[src/rtl/tt_arq_rx.sv]
// Stop-and-wait ARQ receiver: takes two-beat frames (data byte, then its
// ones-complement check byte), answers with an ACK or NAK pulse and queues
// new, intact data bytes in a small circular FIFO for the consumer.
module tt_arq_rx #(
  parameter int unsigned DEPTH     = 4,
  parameter int unsigned ACK_PULSE = 1
) (
  input  logic       clk,
  input  logic       rst,
  input  logic       ena,
  input  logic [7:0] ui_in,
  input  logic [7:0] uio_in,
  output logic [7:0] uo_out,
  output logic [7:0] uio_out,
  output logic [7:0] uio_oe
);

  localparam int unsigned AW = (DEPTH > 1) ? $clog2(DEPTH) : 1;
  localparam int unsigned PW = (ACK_PULSE > 1) ? $clog2(ACK_PULSE) : 1;

  typedef enum logic [1:0] {StIdle, StWaitChk, StResp} state_e;

  state_e         state_q;
  logic [7:0]     data_q;
  logic           seq_q;
  logic           exp_seq_q;
  logic           ack_valid_q;
  logic           ack_seq_q;
  logic           nak_q;
  logic [PW-1:0]  pulse_cnt_q;

  logic [7:0]     mem_q [DEPTH];
  logic [AW-1:0]  wr_ptr_q;
  logic [AW-1:0]  rd_ptr_q;
  logic [AW:0]    count_q;

  logic rx_valid, rx_seq, pop_req;
  logic fifo_empty, fifo_full;
  logic frame_good, new_seq, eval, push, pop;

  // Enable and spare input bits carry no function.
  logic unused_ok;
  assign unused_ok = ^{ena, uio_in[7:3]};

  assign rx_valid = uio_in[0];
  assign rx_seq   = uio_in[1];
  assign pop_req  = uio_in[2];

  assign fifo_empty = (count_q == '0);
  assign fifo_full  = (count_q == (AW + 1)'(DEPTH));

  // Frame evaluation; full is judged on pre-pop occupancy so a pop never rescues a push.
  always_comb begin
    frame_good = (ui_in == ~data_q);
    new_seq    = (seq_q == exp_seq_q);
    eval       = (state_q == StWaitChk) && rx_valid;
    push       = eval && frame_good && new_seq && !fifo_full;
    pop        = pop_req && !fifo_empty;
  end

  // Receive FSM with registered response pulse outputs.
  always_ff @(posedge clk or posedge rst) begin
    if (rst) begin
      state_q     <= StIdle;
      data_q      <= 8'h00;
      seq_q       <= 1'b0;
      exp_seq_q   <= 1'b0;
      ack_valid_q <= 1'b0;
      ack_seq_q   <= 1'b0;
      nak_q       <= 1'b0;
      pulse_cnt_q <= '0;
    end else begin
      case (state_q)
        StIdle: begin
          if (rx_valid) begin
            data_q  <= ui_in;
            seq_q   <= rx_seq;
            state_q <= StWaitChk;
          end
        end
        StWaitChk: begin
          if (rx_valid) begin
            state_q     <= StResp;
            pulse_cnt_q <= PW'(ACK_PULSE - 1);
            // Duplicates are re-ACKed so a peer that lost our ACK can advance.
            if (frame_good && (!new_seq || !fifo_full)) begin
              ack_valid_q <= 1'b1;
              ack_seq_q   <= seq_q;
            end else begin
              nak_q <= 1'b1;
            end
            if (push) exp_seq_q <= ~exp_seq_q;
          end
        end
        StResp: begin
          if (pulse_cnt_q == '0) begin
            ack_valid_q <= 1'b0;
            ack_seq_q   <= 1'b0;
            nak_q       <= 1'b0;
            state_q     <= StIdle;
          end else begin
            pulse_cnt_q <= pulse_cnt_q - 1'b1;
          end
        end
        default: state_q <= StIdle;
      endcase
    end
  end

  // FIFO pointers and occupancy.
  always_ff @(posedge clk or posedge rst) begin
    if (rst) begin
      wr_ptr_q <= '0;
      rd_ptr_q <= '0;
      count_q  <= '0;
    end else begin
      if (push) wr_ptr_q <= wr_ptr_q + 1'b1;
      if (pop)  rd_ptr_q <= rd_ptr_q + 1'b1;
      case ({push, pop})
        2'b10:   count_q <= count_q + 1'b1;
        2'b01:   count_q <= count_q - 1'b1;
        default: count_q <= count_q;
      endcase
    end
  end

  // FIFO storage; contents are don't-care while empty, so no reset.
  always_ff @(posedge clk) begin
    if (push) mem_q[wr_ptr_q] <= data_q;
  end

  assign uo_out  = fifo_empty ? 8'h00 : mem_q[rd_ptr_q];
  assign uio_out = {fifo_full, fifo_empty, nak_q, ack_seq_q, ack_valid_q, 3'b000};
  assign uio_oe  = 8'b1111_1000;

endmodule
[config.mk]
export PLATFORM = sky130hd
export DESIGN_NAME = tt_arq_rx
export DESIGN_NICKNAME = d
export VERILOG_FILES = /design/src/rtl/tt_arq_rx.sv
export SDC_FILE = /design/constraint.sdc
export NUM_CORES = 1
export LEC_CHECK = 0
export ABC_AREA = 1
export BUFFER_PORTS_ARGS = -buffer_cell sky130_fd_sc_hd__buf_2
export CORE_AREA = 5 5 85 87
export DETAILED_ROUTE_END_ITERATION = 8
export DIE_AREA = 0 0 90 92
export SLEW_MARGIN = 0
export SYNTH_ARGS = -nofsm -noshare
export SYNTH_HDL_FRONTEND = slang
export SYNTH_SLANG_ARGS = --single-unit
export TNS_END_PERCENT = 30
[constraint.sdc]
create_clock -name clk -period 4.35 [get_ports clk]
set_input_delay 0.435 -clock clk [delete_from_list [all_inputs] [get_ports clk]]
set_output_delay 0.435 -clock clk [all_outputs]
set_load 0.05 [all_outputs]
# Word-level counts from Yosys, hierarchy flattened
# Memory sizes are Yosys's and may differ from the RTL's.
# Index checks and enable logic that the tools add are counted.
# W data, S select, Z words.
# word_totals
memories	1
in_bits	19
regBits	23
output_inout_bits	24
mem_bits_rw	32
# memory_table
memory	words	word_bits	read_ports	rd_ports_with_merged_regs	write_ports	line	source
mem_q	4	8	1	0	1	32	logic [7:0] mem_q [DEPTH];
# op_classes
reduce_logical	20
add_sub_neg	5
eq_ne	12
bitwise_logic	2
muxes	21
# op_table
operator	n
$mux W1	11
$eq A8 B8 Y1	1
$mux W8	1
$ne A2 B2 Y1 const B	4
$not A8 Y8	1
$pmux W1 S2	4
$reduce_and A4 Y1	2
$logic_and A1 B1 Y1	6
$mux W2	3
$pmux W2 S3	1
$pmux W3 S2	1
$reduce_and A3 Y1	2
$add A2 B1 Y2 const B	2
$eq A2 B1 Y1 const B	2
$eq A2 B2 Y1 const B	2
$reduce_and A2 Y1	2
$reduce_bool A2 Y1	2
$add A3 B1 Y3 const B	1
$eq A3 B3 Y1 const B	1
$logic_not A1 Y1	3
$logic_not A3 Y1	1
$sub A3 B1 Y3 const B	1
$logic_not A2 Y1	1
$ne A2 B1 Y1 const B	1
4 further kinds	4

# Logic depth before layout (Yosys ltp)
# Gate-level depths: netlist of the first run.
# logic_depth
ltp_word	7
ltp_mapped	14
depth_no_buf	14

# Worst setup path after synthesis of the first run
# Ideal clock, no wire load.
# synth_path
path_type	reg-to-output
from	register rd_ptr_q[0]
to	output uo_out[2]
path_buffers	2
arrival_ps	1704
path_slack_ps	2211
stages_incl_launch_ff	6
t_required_ps	3915
path_cell_list	dfrtp_1 -> buf_2 -> inv_2 -> clkbuf_1 -> o21ai_0 -> a21oi_1
# synth_between
elab_chain_len	2
# synth_rtl
element	line	source
start: declaration	34	logic [AW-1:0] rd_ptr_q;
start signal: assignment	118	if (pop) rd_ptr_q <= rd_ptr_q + 1'b1;
$mem_v2 Z4 W8	-	
$mux W8	132	assign uo_out = fifo_empty ? 8'h00 : mem_q[rd_ptr_q];
end: declaration	13	output logic [7:0] uo_out,
# No other way between the ends.

# Worst setup path in the final report of the first run
# layout_path
from	register rd_ptr_q[0]
to	output uo_out[5]
# Same word-level chain as after synthesis.

==> results of run 1 <==
metrics by stage:
step,setup WS [ns],hold slack [ns],instance area (um2),power (mW),instances
4_1_cts,1.91,0.338,2860,1.93,362
6_report,1.95,0.302,2860,1.91,362
3_3_place_gp,2.09,0.464,2750,1.58,354
2_1_floorplan,2.21,0.424,2670,1.44,273
5_1_grt,1.73,0.338,2860,2.04,362
3_5_place_dp,2.05,0.468,2750,1.60,354
critical path, cell delays in order (launching register included):
cell and delay (ns):
dfrtp_1 0.80, inv_2 0.27, o21ai_0 0.24, a21oi_1 0.11, buf_2 0.24
per-layer routing:
layer  vias to the layer above  share of wire, %  global-route usage, %
li1                        857                 -                      -
met1                       740                46                   13.9
met2                        41                47                   19.5
met3                         2               6.6                   2.86
met4                         0              0.59                   4.47
met5                         -                 0                      0
flip-flops by register name, indices dropped and copies added (netlist names):
register / count
ack_valid_q: 1
state_q: 2
count_q: 3
ack_seq_q: 1
seq_q: 1
mem_q: 32
nak_q: 1
exp_seq_q: 1
wr_ptr_q: 2
data_q: 8
rd_ptr_q: 2
cell usage in the layout, fill, tap and decap left out, types with 2 or more instances in the layout:
cell type,count
nand2_2,3
nand2_4,2
o21ai_0,22
inv_2,2
dfrtp_1,22
conb_1,11
nand3_1,5
xnor2_1,3
nor2_1,48
nor2_2,3
edfxtp_1,32
xor2_1,4
nand4_1,2
ha_1,5
nand2_1,34
inv_1,32
buf_2,25
clkbuf_8,5
nor3_4,2
mux2_2,6
a21oi_1,10
worst min-delay path by stage:
| stage | start | depth (start not counted) | slack [ns] | end |
|---|---|---|---|---|
| 6_report | rst | 2 | 0.30 | ack_seq_q$_DFFE_PP0P_ |
| 5_1_grt | uio_in[0] | 2 | 0.34 | state_q[0]$_DFFE_PP0P_ |
| 4_1_cts | rst | 2 | 0.34 | ack_seq_q$_DFFE_PP0P_ |
| 3_5_place_dp | ack_valid_q$_DFFE_PP0P_ | 2 | 0.47 | ack_valid_q$_DFFE_PP0P_ |
| 3_3_place_gp | ack_valid_q$_DFFE_PP0P_ | 2 | 0.46 | ack_valid_q$_DFFE_PP0P_ |
| 2_1_floorplan | rst | 1 | 0.42 | ack_seq_q$_DFFE_PP0P_ |
power groups by stage:
stage	clock, mW	combinational, mW	sequential, mW
after floorplan	0	0.707	0.736
after global placement	0	0.777	0.802
after detailed placement	0	0.791	0.808
after CTS	0.338	0.794	0.797
after global routing	0.364	0.860	0.818
final	0.331	0.781	0.796
area by class of cell:
cell class                 count  area, um2  area share, %
clock buffer                   6       72.6           2.54
clock inverter                 2       37.5           1.31
inverter                      35        131           4.60
multi-input combinational    163        882           30.9
sequential                    54       1510           52.9
tap                           77       96.3           3.37
timing repair buffer          25        125           4.38
logic make-up after synthesis:
kind of cell / Yosys count / synth area share (%)
other: 2 / 0.285
adders and majority gates: 6 / 3.13
and+or+nand+nor: 101 / 17.8
muxes: 6 / 2.56
buffers and inverters: 56 / 10.4
AOI/OAI and AO/OA: 32 / 6.08
DFF: 54 / 57.4
xor gates and xnor gates: 7 / 2.33
==> flow_metrics.tcl, run 1 <==
set metrics [dict create \
    clk_pin_slew_ns 0.10 \
    std_cell_rows 29 \
    clock_skew_ns 0.00624 \
    synthCells 264 \
    slew_headroom_pct 41.6 \
    status "completed" \
    die_x_um 90 \
    netlist_area_mm2 0.00264 \
    finalSetupViolations 0 \
    tritoncts "yes" \
    hp-class "in -> async" \
    gp_congestion 0.725 \
    postCtsSetupBuffers 0 \
    seqPwrFrac_pct 41.7 \
    rsz0062_at_grt "no" \
    sw_frac_of_total_pct 45.1 \
    arrival_ns 1.96 \
    synthArstFlopShare_pct 40.7 \
    vias 1640 \
    grt_pass1_wl_um 7560 \
    ant_nets 0 \
    clock_latency_ns 0.30 \
    cp_max_fo 19 \
    endpoint "uo_out[5]" \
    synthTopCellsByArea "edfxtp_1 (36%), dfrtp_1 (21%), nor2_1 (6.8%)" \
    drtPass1Iterations 4 \
    drive_above_1_share_pct 18.2 \
    final_core_util_pct 45.5 \
    avgSynthCellArea_um2 9.98 \
    routed_via_density 4.53 \
    p_switching_mw 0.860 \
    worstSetupStartpointType "register" \
    r2r_end "mem_q[0][0]$_DFFE_PP_" \
    power.share.combinational_pct 40.9 \
    tns_ns 0 \
    grt_overflow 0 \
    portBuffers 25 \
    synth_common_cells "nor2_1 (48), nand2_1 (34), edfxtp_1 (32), inv_1 (32)" \
    synthToLayoutAreaGrowth_pct 8.40 \
    cts_hold_buf 0 \
    r2r_slack_ns 2.17 \
    io_pins 43 \
    cp-end-kind "primary output" \
    die_h_um 92 \
    ys_types 26 \
    fmax_mhz 417 \
    ir_worst_vdd_uv 438 \
    cts_buffer_depth 2 \
    drt_iter0_markers 93 \
    start_util_pct 42.0 \
    ys_seq_area_share_pct 57.4 \
    power-per-cell-area_mw_per_mm2 668 \
    drc 0 \
    period_minus_slack_ns 2.40 \
    grt_max_degree 23 \
    yosysTopAreaCell "edfxtp_1" \
    core_mm2 0.00628 \
    grt_antenna_before_repair 0 \
    post-dp-hpwl_um 3100 \
    antenna_cells 0 \
    synth_flop_cell "edfxtp_1" \
    cts_buffers 5 \
    grt.total_usage_pct 11.4 \
    first_global_vias 1573 \
    clkPwrFrac_pct 17.4 \
    clkSinkCount 54 \
    die-area_mm2 0.00828 \
    yosysMostFrequentCell "nor2_1" \
    cts_resized 0 \
    hold_viol 0 \
    synth_edf_count 32 \
    rr_worst_depth 9 \
    yosysWarnings 0 \
    crit_start "rd_ptr_q[0]$_DFFE_PP0P_" \
    crit_type "reg -> out" \
    tightest_slew_ns 0.875 \
    wire_per_inst_um 12.5 \
    cap_violations 0 \
    p_int_mw 1.05 \
    htree_levels 2 \
    ys_seq_elements 54 \
    p_leak_nw 1.31 \
    cp.required_ns 3.91 \
    fillCellCount 605 \
    synth_top_area_share_pct 36.5 \
    finalMaxSlewViolations 0 \
    worstReg2RegStart "data_q[1]$_DFFE_PP0P_" \
    wirelength_um 4540 \
    cts_root_buffer "clkbuf_8" \
    fin_crit_sh_pct 55.1 \
    final_nets 309 \
]
(Power assumes the default switching activity.)
==> run 2: changes to the inputs <==
Clock period 4.35 ns to 2.3 ns, I/O delays scaled along.
==> flow_metrics.tcl, run 2 (synthesis results as in run 1) <==
set metrics [dict create \
    wire_per_inst_um 12.2 \
    seqPwrFrac_pct 39.8 \
    cts_root_buffer "clkbuf_8" \
    grt_max_degree 23 \
    die_x_um 90 \
    grt_overflow 0 \
    drtPass1Iterations 4 \
    tritoncts "yes" \
    die_h_um 92 \
    portBuffers 25 \
    ant_nets 0 \
    worstSetupStartpointType "register" \
    std_cell_rows 29 \
    htree_levels 2 \
    grt.total_usage_pct 11.6 \
    hold_viol 0 \
    final_core_util_pct 46.7 \
    hp-class "in -> async" \
    core_mm2 0.00628 \
    busiest_layer "met2" \
    slew_headroom_pct 43.6 \
    met1_usage_pct 14.9 \
    cap_violations 0 \
    p_int_mw 2.04 \
    regMostFlops "mem_q" \
    crit_type "reg -> reg" \
    final_nets 317 \
    fmax_mhz 477 \
    drc 0 \
    start_util_pct 42.0 \
    grt_util_met3_pct 3.03 \
    cp.required_ns 2.49 \
    arrival_ns 2.29 \
    gp_congestion 0.740 \
    drt_iter0_markers 78 \
    finalNonFillerCells 370 \
    rsz0062_at_grt "no" \
    clkPwrFrac_pct 17.2 \
    die-area_mm2 0.00828 \
    first_global_vias 1671 \
    cts_hold_buf 0 \
    tightest_slew_ns 0.845 \
    status "completed" \
    cp_max_fo 8 \
    grt_pass1_wl_um 7770 \
    cts_buffers 5 \
    clock_skew_ns 0.00564 \
    tns_ns 0 \
    grt_antenna_before_repair 0 \
    clock_latency_ns 0.30 \
    final_common_cell "nor2_1" \
    sw_frac_of_total_pct 44.5 \
    p_leak_nw 1.35 \
    layout_common_cells "nor2_1 (47), nand2_1 (34), inv_1 (32), edfxtp_1 (32), buf_2 (25)" \
    cts_buffer_depth 2 \
    place_inst 362 \
    antenna_cells 0 \
    post-dp-hpwl_um 3170 \
    postCtsSetupBuffers 0 \
    drive_above_1_share_pct 23.2 \
    use_met2_pct 19.0 \
    finalMaxSlewViolations 0 \
    wirelength_um 4530 \
    largest_reg_flops 32 \
    cts_resized 0 \
    routed_via_density 4.48 \
    ir_worst_vdd_uv 663 \
    cp-end-kind "register" \
    p_switching_mw 1.64 \
    period_minus_slack_ns 2.09 \
    io_pins 43 \
    finalSetupViolations 0 \
    clkSinkCount 54 \
    synthToLayoutAreaGrowth_pct 11.2 \
    power-per-cell-area_mw_per_mm2 1250 \
    clk_pin_slew_ns 0.10 \
    power.share.combinational_pct 42.9 \
    reg_top3 "mem_q: 32 flops, data_q: 8 flops, count_q: 3 flops" \
    vias 1656 \
    fin_crit_sh_pct 91.1 \
]
==> run 2: worst paths after layout <==
| path | start | end | slack (ns) | cells after the start |
|---|---|---|---|---|
| setup / recovery | data_q[7]$_DFFE_PP0P_ | count_q[2]$_DFFE_PP0P_ | 0.21 | 13 |
| hold / removal | rst | count_q[2]$_DFFE_PP0P_ | 0.08 | 2 |
| setup reg to reg | data_q[7]$_DFFE_PP0P_ | count_q[2]$_DFFE_PP0P_ | 0.21 | 13 |
| hold reg to reg | ack_valid_q$_DFFE_PP0P_ | ack_valid_q$_DFFE_PP0P_ | 0.50 | 2 |
| max in group asynchronous | rst | data_q[4]$_DFFE_PP0P_ | 1.64 | 2 |
| min in group clk | uio_in[0] | state_q[0]$_DFFE_PP0P_ | 0.15 | 2 |
==> run 2: per-stage QoR <==
step / hold WS [ns] / setup WS (ns) / power (mW) / area, um2
floorplan: 0.219 / 0.363 / 2.73 / 2670
global placement: 0.450 / 0.215 / 3.04 / 2810
detailed placement: 0.456 / 0.170 / 3.08 / 2810
CTS: 0.118 / 0.154 / 3.71 / 2920
global route: 0.135 / 0.00846 / 3.94 / 2930
finish: 0.0788 / 0.205 / 3.67 / 2930
==> run 2: worst max-delay path, stage by stage (launching register included) <==
cell and delay (ns):
dfrtp_2 0.46, nor2_1 0.11, nor2_1 0.05, nand2_1 0.07, inv_1 0.05, nand2_2 0.11
nor2_8 0.05, nand2_4 0.09, ha_1 0.15, inv_1 0.07, fa_1 0.38, a21oi_1 0.14
o21ai_0 0.11, xor2_1 0.15
==> run 2: final cells by class <==
| cell class | count | area (um2) |
|---|---|---|
| clock buffer | 5 | 68.8 |
| clock inverter | 3 | 43.8 |
| fill | 589 | 3350 |
| inverter | 35 | 131 |
| multi-input combinational | 163 | 885 |
| sequential | 54 | 1520 |
| tap | 77 | 96.3 |
| timing repair buffer | 33 | 185 |
==> run 2: metal layers <==
metal  up-vias  wire [um]  share of wire, %
met3         5        278               6.1
met5         -          0                 0
li1        867          -                 -
met2        36       2160                48
met1       748       2030                45
met4         0         65               1.4
==> run 2: power by group through the flow <==
stage               logic [mW]  registers (mW)  clock network, mW
finish                    1.58            1.46              0.634
global route              1.74            1.50              0.695
CTS                       1.61            1.45              0.652
detailed placement        1.60            1.47                  0
global placement          1.57            1.47                  0
floorplan                 1.34            1.39                  0
